<file path="src/rtl/ce_divchain.sv">
// ce_divchain: nested clock-enable strobe generator (base/mid/slow) for the
// internal oscillator domain, with optional runtime trim of the base divider.
//
// Optional feature macro: CE_DIVCHAIN_TRIM_EN
//   defined     -> trim_val/trim_load/trim_busy are functional
//   not defined -> base divider fixed at BASE_DIV_RESET, trim_busy tied 0
//
// Ports:
//   clk        system clock
//   rst        asynchronous, active-high reset
//   en         run enable; 0 freezes all counters and suppresses strobes
//   sync       single-cycle re-phase request (clears all counters)
//   trim_val   new base terminal count
//   trim_load  single-cycle strobe capturing trim_val as pending
//   trim_busy  a trim value is pending and not yet applied
//   ce_base    base strobe, period div+1 enabled cycles
//   ce_mid     mid strobe, every MID_DIV base strobes
//   ce_slow    slow strobe, every SLOW_DIV mid strobes
module ce_divchain #(
   parameter int unsigned        BASE_W         = 8,
   parameter logic [BASE_W-1:0]  BASE_DIV_RESET = BASE_W'(144),
   parameter int unsigned        MID_DIV        = 4096,
   parameter int unsigned        SLOW_DIV       = 8
) (
   input  logic              clk,
   input  logic              rst,
   input  logic              en,
   input  logic              sync,
   input  logic [BASE_W-1:0] trim_val,
   input  logic              trim_load,
   output logic              trim_busy,
   output logic              ce_base,
   output logic              ce_mid,
   output logic              ce_slow
);

   localparam int MID_W  = (MID_DIV  > 1) ? $clog2(MID_DIV)  : 1;
   localparam int SLOW_W = (SLOW_DIV > 1) ? $clog2(SLOW_DIV) : 1;

   localparam logic [MID_W-1:0]  MID_LAST  = MID_W'(MID_DIV - 1);
   localparam logic [SLOW_W-1:0] SLOW_LAST = SLOW_W'(SLOW_DIV - 1);

   logic [BASE_W-1:0] base_cnt_q, base_cnt_d;
   logic [MID_W-1:0]  mid_cnt_q,  mid_cnt_d;
   logic [SLOW_W-1:0] slow_cnt_q, slow_cnt_d;
   logic              ce_base_q,  ce_base_d;
   logic              ce_mid_q,   ce_mid_d;
   logic              ce_slow_q,  ce_slow_d;
   logic [BASE_W-1:0] div_q;

   logic base_wrap;
   logic mid_wrap;
   logic slow_wrap;

   // Wraps are nested: a higher stage can only wrap on a lower-stage wrap.
   assign base_wrap = en && (base_cnt_q == div_q);
   assign mid_wrap  = base_wrap && (mid_cnt_q == MID_LAST);
   assign slow_wrap = mid_wrap && (slow_cnt_q == SLOW_LAST);

   always_comb begin
      base_cnt_d = base_cnt_q;
      mid_cnt_d  = mid_cnt_q;
      slow_cnt_d = slow_cnt_q;
      ce_base_d  = 1'b0;
      ce_mid_d   = 1'b0;
      ce_slow_d  = 1'b0;
      if (sync) begin
         // Re-phase wins over any wrap in the same cycle.
         base_cnt_d = '0;
         mid_cnt_d  = '0;
         slow_cnt_d = '0;
      end else if (en) begin
         ce_base_d = base_wrap;
         ce_mid_d  = mid_wrap;
         ce_slow_d = slow_wrap;
         if (base_wrap) begin
            base_cnt_d = '0;
            if (mid_wrap) begin
               mid_cnt_d = '0;
               if (slow_wrap) begin
                  slow_cnt_d = '0;
               end else begin
                  slow_cnt_d = slow_cnt_q + SLOW_W'(1);
               end
            end else begin
               mid_cnt_d = mid_cnt_q + MID_W'(1);
            end
         end else begin
            base_cnt_d = base_cnt_q + BASE_W'(1);
         end
      end
   end

   always_ff @(posedge clk or posedge rst) begin
      if (rst) begin
         base_cnt_q <= '0;
         mid_cnt_q  <= '0;
         slow_cnt_q <= '0;
         ce_base_q  <= 1'b0;
         ce_mid_q   <= 1'b0;
         ce_slow_q  <= 1'b0;
      end else begin
         base_cnt_q <= base_cnt_d;
         mid_cnt_q  <= mid_cnt_d;
         slow_cnt_q <= slow_cnt_d;
         ce_base_q  <= ce_base_d;
         ce_mid_q   <= ce_mid_d;
         ce_slow_q  <= ce_slow_d;
      end
   end

`ifdef CE_DIVCHAIN_TRIM_EN
   logic [BASE_W-1:0] shadow_q, shadow_d;
   logic [BASE_W-1:0] div_d;
   logic              busy_q,   busy_d;
   logic              apply;

   // A pending value is applied only at a wrap or re-phase, where base_cnt
   // restarts at 0, so the new divider never sees a count beyond itself.
   // apply uses the pending state from before this cycle's trim_load.
   assign apply = (sync || base_wrap) && busy_q;

   always_comb begin
      shadow_d = shadow_q;
      div_d    = div_q;
      busy_d   = busy_q;
      if (apply) begin
         div_d  = shadow_q;
         busy_d = 1'b0;
      end
      if (trim_load) begin
         shadow_d = trim_val;
         busy_d   = 1'b1;
      end
   end

   always_ff @(posedge clk or posedge rst) begin
      if (rst) begin
         shadow_q <= '0;
         div_q    <= BASE_DIV_RESET;
         busy_q   <= 1'b0;
      end else begin
         shadow_q <= shadow_d;
         div_q    <= div_d;
         busy_q   <= busy_d;
      end
   end

   assign trim_busy = busy_q;
`else
   logic unused_trim;

   assign unused_trim = ^{trim_val, trim_load};
   assign div_q       = BASE_DIV_RESET;
   assign trim_busy   = 1'b0;
`endif

   assign ce_base = ce_base_q;
   assign ce_mid  = ce_mid_q;
   assign ce_slow = ce_slow_q;

endmodule

</file>
<file path="config.mk">
export PLATFORM = sky130hd
export DESIGN_NAME = ce_divchain
export DESIGN_NICKNAME = d
export VERILOG_FILES = /design/src/rtl/ce_divchain.sv
export SDC_FILE = /design/constraint.sdc
export NUM_CORES = 1
export LEC_CHECK = 0
export CORE_ASPECT_RATIO = 1.2
export CORE_MARGIN = 1
export CORE_UTILIZATION = 45
export DETAILED_ROUTE_END_ITERATION = 6
export GPL_TIMING_DRIVEN = 0
export PLACE_DENSITY = 0.67
export REMOVE_ABC_BUFFERS = 1
export SYNTH_ARGS = -nofsm -noshare
export SYNTH_HDL_FRONTEND = slang
export SYNTH_SLANG_ARGS = --single-unit
</file>
<file path="constraint.sdc">
create_clock -name clk -period 3.3 [get_ports clk]
set_input_delay 0.495 -clock clk [delete_from_list [all_inputs] [get_ports clk]]
set_output_delay 0.495 -clock clk [all_outputs]
set_load 0.02 [all_outputs]
</file>
==> results.json, run 1 <==
{
  "start_util_pct": 48.46,
  "synth_top_area_share_pct": 47.32,
  "p_seq_share_pct": 63.1,
  "tritoncts.num_buffers": 3,
  "drv_slew": 0,
  "antenna_found_initial": 0,
  "maxCapViolations": 0,
  "tightest_slew_ps": 997.2,
  "drive_above_1_share_pct": 5.634,
  "synth_top_cell_by_area": "dfrtp_1",
  "crit_path_end_kind": "flop",
  "rsz0062_at_grt": "false",
  "place_area_mm2": 0.001443,
  "critPathArrivalTime_ps": 2500,
  "max-vdd-ir-drop_v": 0.0001752,
  "grt_pass1_wl_mm": 4.374,
  "cts_resized": 0,
  "fmax_mhz": 444.7,
  "wl_mm": 2.497,
  "ys_types": 32,
  "drt_iter0_markers": 36,
  "maxSlewHeadroom_pct": 33.45,
  "drc_errors": 0,
  "synth.avg_cell_area_um2": 9.893,
  "detail-route-antenna-nets": 0,
  "synth-seq-area-share_pct": 47.32,
  "grtUsageTotal_pct": 17.37,
  "cts_sinks": 26,
  "status": "completed",
  "p_clk_share_pct": 31.5,
  "worstSetupPathType": "primary input to flop",
  "antenna_cells": 0,
  "setup_tns_ps": 0,
  "holdBufCountCts": 0,
  "power.internal_uw": 395.8,
  "final_nets": 161,
  "timing.final.crit_share_pct": 68.14,
  "comb_power_share_pct": 5.4,
  "insertion_delay_ps": 320,
  "final_area_mm2": 0.001479,
  "grt_pass1_vias": 987,
  "min_path_type": "flop to flop",
  "mostFrequentLayoutCells": "dfrtp_1, a21oi_1, nor2_1, nand3_1, o21ai_0",
  "cp.required_ps": 3550,
  "placementRows": 21,
  "fp.dieH_um": 62.56,
  "p_leak_nw": 0.6248,
  "die_w_um": 52.46,
  "grt_max_degree": 27,
  "min_period_ps": 2249,
  "globalRouteOverflowTotal": 0,
  "pin_count": 17,
  "die-area_mm2": 0.003282,
  "placed_cells": 172,
  "worst_setup_path_start_kind": "primary input",
  "finalHoldViolations": 0,
  "p_total_uw": 513.9,
  "cts_tree": "done",
  "mostFrequentLayoutCell": "dfrtp_1",
  "skew_ps": 3.956,
  "ys_ff_latch": 26,
  "ys_warn_count": 0,
  "worstPathMaxFanout": 16,
  "numPortBuffers": 6,
  "dp_hpwl_mm": 1.731,
  "area_delta_synth_final_pct": 7.552,
  "synth_area_mm2": 0.001375,
  "place_congestion": 0.7163,
  "cts_setup_buffers": 0,
  "htree_levels": 1,
  "swShare_pct": 22.98,
  "final_cells": 176,
  "wire_per_inst_um": 14.19,
  "clkTransAtPathRegs_ps": 140,
  "netlist_instances": 139,
  "core_mm2": 0.002838,
  "clockBufferDepth": 2,
  "via_per_inst": 5.864,
  "vias": 1032,
  "root_buffer": "clkbuf_4",
  "pwr_density_cell_mw_per_mm2": 347.5,
  "synth.area.top_cells": "dfrtp_1, xor2_1, ha_1",
  "power.switching_uw": 118.1,
  "dr.pass1.iters": 4,
  "setup_viol": 0
}
-- cell families (layout without fill, tap and decap cells) --
group | count (synthesis) | after routing | share of synthesized area [%]
AND/OR/NAND/NOR | 54 | 54 | 24.11
AO/OA/AOI/OAI | 32 | 32 | 14.47
flip-flops | 26 | 26 | 47.32
buffers and inverters | 13 | 16 | 4.185
XOR/XNOR | 8 | 8 | 5.096
adder cells (fa/ha/maj) | 5 | 5 | 4.550
other | 1 | 1 | 0.2727
-- final cells by class --
class | instances | area [µm²]
fill | 267 | 1359
tap | 34 | 42.54
clock buffer | 4 | 36.28
timing repair buffer | 6 | 60.06
multi-input combinational | 100 | 666.9
sequential | 26 | 650.6
inverter | 6 | 22.52
-- cells in the mapped netlist (all sizes together) --
master / count
dfrtp: 26
a21oi: 13
nor2: 10
nand3: 9
o21ai: 9
nand2: 8
xor2: 8
or4: 7
inv: 6
o31ai: 6
ha: 5
or3: 5
buf: 4
and3: 3
clkbuf: 3
nand4: 3
nand2b: 2
o2111ai: 2
and2: 1
and4: 1
and4b: 1
conb: 1
nand3b: 1
nor3b: 1
nor4b: 1
o2111a: 1
o21bai: 1
or2: 1
-- per-layer routing --
metal	part of all wire (%)	wire length, µm	global-route usage (%)	vias to the layer above
li1	-	-	-	510
met1	46	1141	22.29	507
met2	51	1285	29.75	11
met3	1.7	43	2.190	4
met4	1.1	27	4.934	0
met5	0	0	0	-
-- state kept, by name (all words and copies together) (netlist names) --
name / count
ce_base: 1
mid_cnt_q: 12
ce_slow: 1
ce_mid: 1
slow_cnt_q: 3
base_cnt_q: 8
-- power by group through the flow --
stage	logic, mW	clock network (mW)	registers (mW)
final	0.0278	0.162	0.324
after global routing	0.0319	0.178	0.325
after CTS	0.0286	0.170	0.324
after detailed placement	0.0285	0	0.330
after global placement	0.0271	0	0.330
after floorplan	0.0156	0	0.329
-- stage by stage --
stage	setup slack [ps]	utilization, %	hold WS [ps]
floorplan	1472	-	483.4
global placement	770.4	50.84	510.9
detailed placement	719.0	50.84	520.8
CTS	1058	52.12	556.2
global route	952.6	52.12	576.7
finish	1051	52.12	554.0
-- critical path, cell delays in order --
cell and delay (ps):
clkdlybuf4s50_1 620, and4b_1 430, a21oi_2 230, or4_1 550, a21oi_1 160
-- worst paths after layout --
| kind | from | slack, ps | depth (start not counted) | end |
|---|---|---|---|---|
| hold / removal | base_cnt_q[7] | 550 | 2 | base_cnt_q[7] |
| min in group asynchronous | rst | 690 | 2 | ce_mid |
| hold reg to reg | base_cnt_q[7] | 550 | 2 | base_cnt_q[7] |
| setup / recovery | en | 1050 | 5 | mid_cnt_q[9] |
| setup reg to reg | base_cnt_q[0] | 1200 | 6 | mid_cnt_q[9] |
| max in group asynchronous | rst | 2010 | 2 | mid_cnt_q[8] |
No activity file was read; power rests on OpenSTA's default activity.
==> run 2, diff against run 1 <==
--- a/config.mk
+++ b/config.mk
@@ -10,7 +10,7 @@
 export CORE_UTILIZATION = 45
 export DETAILED_ROUTE_END_ITERATION = 6
 export GPL_TIMING_DRIVEN = 0
-export PLACE_DENSITY = 0.67
+export PLACE_DENSITY = 0.69
 export REMOVE_ABC_BUFFERS = 1
 export SYNTH_ARGS = -nofsm -noshare
 export SYNTH_HDL_FRONTEND = slang
==> constraint.sdc (replaced) <==
create_clock -name clk -period 2 [get_ports clk]
set_input_delay 0.3 -clock clk [delete_from_list [all_inputs] [get_ports clk]]
set_output_delay 0.3 -clock clk [all_outputs]
set_load 0.02 [all_outputs]
==> run 2 against run 1 <==
Non-clock buffer count up 6. Combinational power up 87%. Clock power grew 120%. Clock skew increased by 9.1 ps. First-iteration DRC count is 28% lower. Sequential share of layout area fell by 1.9 points. Largest power group unchanged. Critical endpoint is now mid_cnt_q[7]. Routed wire length rose by 4.2%.
==> results.json, run 2 (synthesis gave the netlist of run 1 again) <==
{
  "area_delta_synth_final_pct": 12.83,
  "dr.pass1.iters": 4,
  "vias": 1056,
  "grtUsageMet1_pct": 24.14,
  "grtUsageTotal_pct": 17.72,
  "pwr_density_cell_mw_per_mm2": 613.1,
  "fill_cells": 257,
  "final_nets": 167,
  "min_path_type": "primary input to asynchronous set/reset pin",
  "antenna_cells": 0,
  "mostFrequentLayoutCell": "dfrtp_1",
  "regMostFlops": "mid_cnt_q",
  "htree_levels": 1,
  "wl_mm": 2.602,
  "cts_tree": "done",
  "cp_cell_sequence": "inv_1, ha_1, and4b_2, a21oi_4, or4_1, a21oi_1",
  "cts_sinks": 26,
  "path_buf_inv": 1,
  "worst_setup_path_start_kind": "flop",
  "detail-route-antenna-nets": 0,
  "antenna_found_initial": 0,
  "clockBufferDepth": 2,
  "r2r_cells": 6,
  "clkTransAtPathRegs_ps": 150,
  "finalHoldViolations": 0,
  "pin_count": 17,
  "fp.dieH_um": 62.56,
  "grt_util_met3_pct": 2.433,
  "power.internal_uw": 749.5,
  "core_mm2": 0.002838,
  "grtUsageMet2_pct": 28.01,
  "p_clk_share_pct": 38.2,
  "start_util_pct": 48.46,
  "worstSetupPathType": "flop to flop",
  "power.switching_uw": 201.7,
  "min_period_ps": 1905,
  "drive_above_1_share_pct": 11.49,
  "globalRouteOverflowTotal": 0,
  "insertion_delay_ps": 330,
  "tritoncts.num_buffers": 3,
  "maxCapViolations": 0,
  "critPathArrivalTime_ps": 2160,
  "die-area_mm2": 0.003282,
  "max-vdd-ir-drop_v": 0.0003550,
  "p_leak_nw": 0.6618,
  "worstPathMaxFanout": 16,
  "comb_power_share_pct": 5.5,
  "dp_hpwl_mm": 1.728,
  "status": "completed",
  "tightest_slew_ps": 974.8,
  "maxSlewHeadroom_pct": 34.94,
  "crit_path_end_kind": "flop",
  "timing.final.crit_share_pct": 95.25,
  "grt_pass1_vias": 1008,
  "drv_slew": 0,
  "swShare_pct": 21.20,
  "grt_pass1_wl_mm": 4.498,
  "die_w_um": 52.46,
  "utilization_pct": 54.67,
  "top_regs": "mid_cnt_q: 12 flops, base_cnt_q: 8 flops, slow_cnt_q: 3 flops",
  "skew_ps": 13.07,
  "placementRows": 21,
  "reg2reg_to": "mid_cnt_q[7]",
  "drt_iter0_markers": 26,
  "fmax_mhz": 524.9,
  "setup_viol": 0,
  "root_buffer": "clkbuf_4",
  "grt_max_degree": 27,
  "via_per_inst": 5.802,
  "crit_slowest_cell": "or4_1",
  "top_usage_layer": "met2",
  "place_congestion": 0.7943,
  "numPortBuffers": 6,
  "p_seq_share_pct": 56.3,
  "crit_family": "simple AND/OR/NAND/NOR gates",
  "rrSetupSlack_ps": 90,
  "wire_per_inst_um": 14.30,
  "mostFrequentLayoutCells": "dfrtp_1, a21oi_1, nor2_1, nand3_1, o21ai_0",
  "holdBufCountCts": 0,
  "largest_reg_flops": 12,
  "setup_tns_ps": 0,
  "slowest_delay_ps": 540,
  "rsz0062_at_grt": "false",
  "cp.required_ps": 2250,
  "reg2reg_from": "base_cnt_q[0]",
  "drc_errors": 0
}
## run 2: worst max path at each step
| stage | start | end | slack, ps | depth (start not counted) |
|---|---|---|---|---|
| floorplan | base_cnt_q[0] | mid_cnt_q[7] | 170 | 6 |
| global placement | en | mid_cnt_q[7] | -320 | 5 |
| detailed placement | en | mid_cnt_q[11] | -380 | 5 |
| CTS | base_cnt_q[0] | mid_cnt_q[11] | 10 | 6 |
| global route | base_cnt_q[0] | slow_cnt_q[2] | 5 | 6 |
| finish | base_cnt_q[0] | mid_cnt_q[7] | 90 | 6 |
## run 2: timing repair
item | CTS | global route
pin swaps | 1 | 1
gates cloned | 0 | 0
setup endpoints to repair | 8 | 11
resized for setup | 2 | 2
setup buffers | 2 | 4
## run 2: layout make-up
| cell class | count | area, µm² | share of cell area, % |
|---|---|---|---|
| clock buffers | 3 | 22.52 | 1.452 |
| multi-input cells | 100 | 675.6 | 43.55 |
| repair buffers | 12 | 105.1 | 6.774 |
| well taps | 34 | 42.54 | 2.742 |
| flip-flops and latches | 26 | 653.1 | 42.10 |
| clock inverters | 1 | 30.03 | 1.935 |
| inverters | 6 | 22.52 | 1.452 |
## run 2: power groups by stage
stage               Sequential, mW  Clock (mW)  Combinational, mW
detailed placement           0.545           0             0.0463
CTS                          0.535       0.370             0.0473
global route                 0.536       0.389             0.0594
floorplan                    0.543           0             0.0257
global placement             0.545           0             0.0449
finish                       0.536       0.364             0.0519
## run 2: through the flow
| step | area, µm² | hold slack (ps) | worst slack (ps) | power [mW] | cells |
|---|---|---|---|---|---|
| 6_report | 1551 | 469.0 | 94.95 | 0.9512 | 182 |
| 5_1_grt | 1551 | 568.2 | 4.977 | 0.9853 | 182 |
| 4_1_cts | 1519 | 520.9 | 13.53 | 0.9531 | 178 |
| 3_5_place_dp | 1443 | 532.9 | -377.3 | 0.5915 | 172 |
| 3_3_place_gp | 1443 | 512.2 | -315.0 | 0.5895 | 172 |
| 2_1_floorplan | 1340 | 340.0 | 172.3 | 0.5689 | 132 |
## run 2: per-layer routing
layer | share of wire, % | wire (µm)
met4 | 1.1 | 29
met1 | 46 | 1207
met5 | 0 | 0
met2 | 51 | 1321
met3 | 1.6 | 42
==> run 3, diff against run 2 <==
--- a/config.mk
+++ b/config.mk
@@ -6,11 +6,10 @@
 export NUM_CORES = 1
 export LEC_CHECK = 0
 export CORE_ASPECT_RATIO = 1.2
-export CORE_MARGIN = 1
-export CORE_UTILIZATION = 45
+export CORE_MARGIN = 2
+export CORE_UTILIZATION = 25
 export DETAILED_ROUTE_END_ITERATION = 6
 export GPL_TIMING_DRIVEN = 0
-export PLACE_DENSITY = 0.69
 export REMOVE_ABC_BUFFERS = 1
 export SYNTH_ARGS = -nofsm -noshare
 export SYNTH_HDL_FRONTEND = slang
==> run 3 against run 2 <==
Final cell count is 18% higher. Flip-flop and latch count stayed put. Setup slack worse by 8.7 ps. Total power is 8.1% higher. Critical path depth increased by 1. Critical path type unchanged. Critical endpoint is now mid_cnt_q[8].
==> results.json, run 3 (synthesis gave the netlist of run 1 again) <==
{
  "status": "completed",
  "top_regs": "mid_cnt_q: 12 flops, base_cnt_q: 8 flops, slow_cnt_q: 3 flops",
  "worstPathMaxFanout": 12,
  "power.switching_uw": 213.4,
  "mostFrequentLayoutCell": "dfrtp_1",
  "maxSlewHeadroom_pct": 33.56,
  "skew_ps": 4.063,
  "p_leak_nw": 0.6934,
  "die_w_um": 71.70,
  "crit_path_end_kind": "flop",
  "utilization_pct": 30.94,
  "antenna_found_initial": 0,
  "dr.pass1.iters": 4,
  "place_congestion": 0.7171,
  "cts_sinks": 26,
  "comb_power_share_pct": 5.4,
  "drive_above_1_share_pct": 14.38,
  "clkTransAtPathRegs_ps": 90,
  "start_util_pct": 25.96,
  "swShare_pct": 20.76,
  "power.internal_uw": 814.8,
  "dp_hpwl_mm": 1.716,
  "grt_pass1_vias": 992,
  "setup_ws_ps": 86.22,
  "wire_per_inst_um": 12.74,
  "worst_setup_path_start_kind": "flop",
  "p_seq_share_pct": 51.9,
  "fp.dieH_um": 85.24,
  "grt_pass1_wl_mm": 4.498,
  "cp.required_ps": 2200,
  "pin_count": 17,
  "final_nets": 172,
  "drc_errors": 0,
  "setup_viol": 0,
  "critPathArrivalTime_ps": 2110,
  "grtUsageTotal_pct": 9.031,
  "die-area_mm2": 0.006112,
  "clockBufferDepth": 2,
  "timing.final.crit_share_pct": 95.69,
  "area_delta_synth_final_pct": 19.20,
  "grt_max_degree": 27,
  "finalHoldViolations": 0,
  "vias": 1067,
  "pwr_density_cell_mw_per_mm2": 627.3,
  "min_period_ps": 1914,
  "fmax_mhz": 522.5,
  "max-vdd-ir-drop_v": 0.0002425,
  "numPortBuffers": 6,
  "final_cells": 215,
  "detail-route-antenna-nets": 0,
  "largest_reg_flops": 12,
  "tritoncts.num_buffers": 3,
  "insertion_delay_ps": 270,
  "maxCapViolations": 0,
  "regMostFlops": "mid_cnt_q",
  "htree_levels": 1,
  "tightest_slew_ps": 995.5,
  "antenna_cells": 0,
  "cts_tree": "done",
  "worstSetupPathType": "flop to flop",
  "globalRouteOverflowTotal": 0,
  "drv_slew": 0,
  "min_path_type": "flop to flop",
  "core_mm2": 0.005298,
  "drt_iter0_markers": 91,
  "placed_cells": 200,
  "root_buffer": "clkbuf_8",
  "via_per_inst": 4.963,
  "wl_mm": 2.740,
  "placementRows": 29,
  "mostFrequentLayoutCells": "dfrtp_1, a21oi_1, nor2_1, buf_4",
  "preCtsSetupSlack_ps": -395.1,
  "p_clk_share_pct": 42.7
}
run 3: cell count changes in the layout (fill, tap and decap cells not counted), sizes merged:
cell | previous run | this run
buf | 6 | 10
clkbuf | 3 | 4
clkdlybuf4s50 | 6 | 5
dlygate4sd2 | 0 | 1
run 3: worst max-delay path, stage by stage, from the launching register on:
cell	delay (ps)
dfrtp_2	450
inv_1	70
ha_1	130
and4b_2	340
a21oi_4	130
buf_4	190
or4_1	390
a21oi_1	150
run 3: power by group through the flow:
stage / Clock, mW / Combinational [mW] / Sequential (mW)
after detailed placement: 0 / 0.0473 / 0.545
after global placement: 0 / 0.0472 / 0.545
after CTS: 0.448 / 0.0464 / 0.534
after floorplan: 0 / 0.0257 / 0.543
after global routing: 0.479 / 0.0622 / 0.535
final: 0.440 / 0.0551 / 0.534
run 3: path summary, 6_finish.rpt:
| check | depth (start not counted) | start | slack (ps) | endpoint |
|---|---|---|---|---|
| max in group asynchronous | 2 | rst | 770 | base_cnt_q[1] |
| setup / recovery | 7 | base_cnt_q[1] | 90 | mid_cnt_q[8] |
| hold / removal | 1 | base_cnt_q[0] | 490 | base_cnt_q[0] |
| hold reg to reg | 1 | base_cnt_q[0] | 490 | base_cnt_q[0] |
| setup reg to reg | 7 | base_cnt_q[1] | 90 | mid_cnt_q[8] |
| min in group asynchronous | 2 | rst | 560 | base_cnt_q[6] |
run 3: final cells by class:
class                   instances  area [µm²]
flip-flops and latches         26       653.1
clock buffers                   3       41.29
repair buffers                 17       138.9
clock inverters                 1       30.03
well taps                      62       77.57
multi-input cells             100       675.6
fillers                       534        3659
inverters                       6       22.52
run 3: metrics by stage:
stage / hold WS (ps) / power [mW] / TNS, ps / area [µm²]
floorplan: 340.0 / 0.5689 / 0 / 1340
global placement: 510.7 / 0.5920 / -4541 / 1478
detailed placement: 519.8 / 0.5919 / -4197 / 1478
CTS: 521.5 / 1.029 / 0 / 1572
global route: 552.8 / 1.075 / -49.86 / 1639
finish: 491.3 / 1.028 / 0 / 1639
run 3: metal layers:
layer	GRT usage (%)	share of wire (%)	up-vias
met1	11.95	45	522
met5	0	0	-
met2	14.90	52	11
met4	2.058	0.29	0
li1	-	-	532
met3	2.138	2.5	2
run 3: repair_timing:
| item | CTS | global route |
|---|---|---|
| resized for setup | 2 | 3 |
| endpoints found under the setup margin | 7 | 11 |
| hold buffers | 0 | 0 |
| pin swaps | 2 | 3 |
| setup buffers | 3 | 8 |
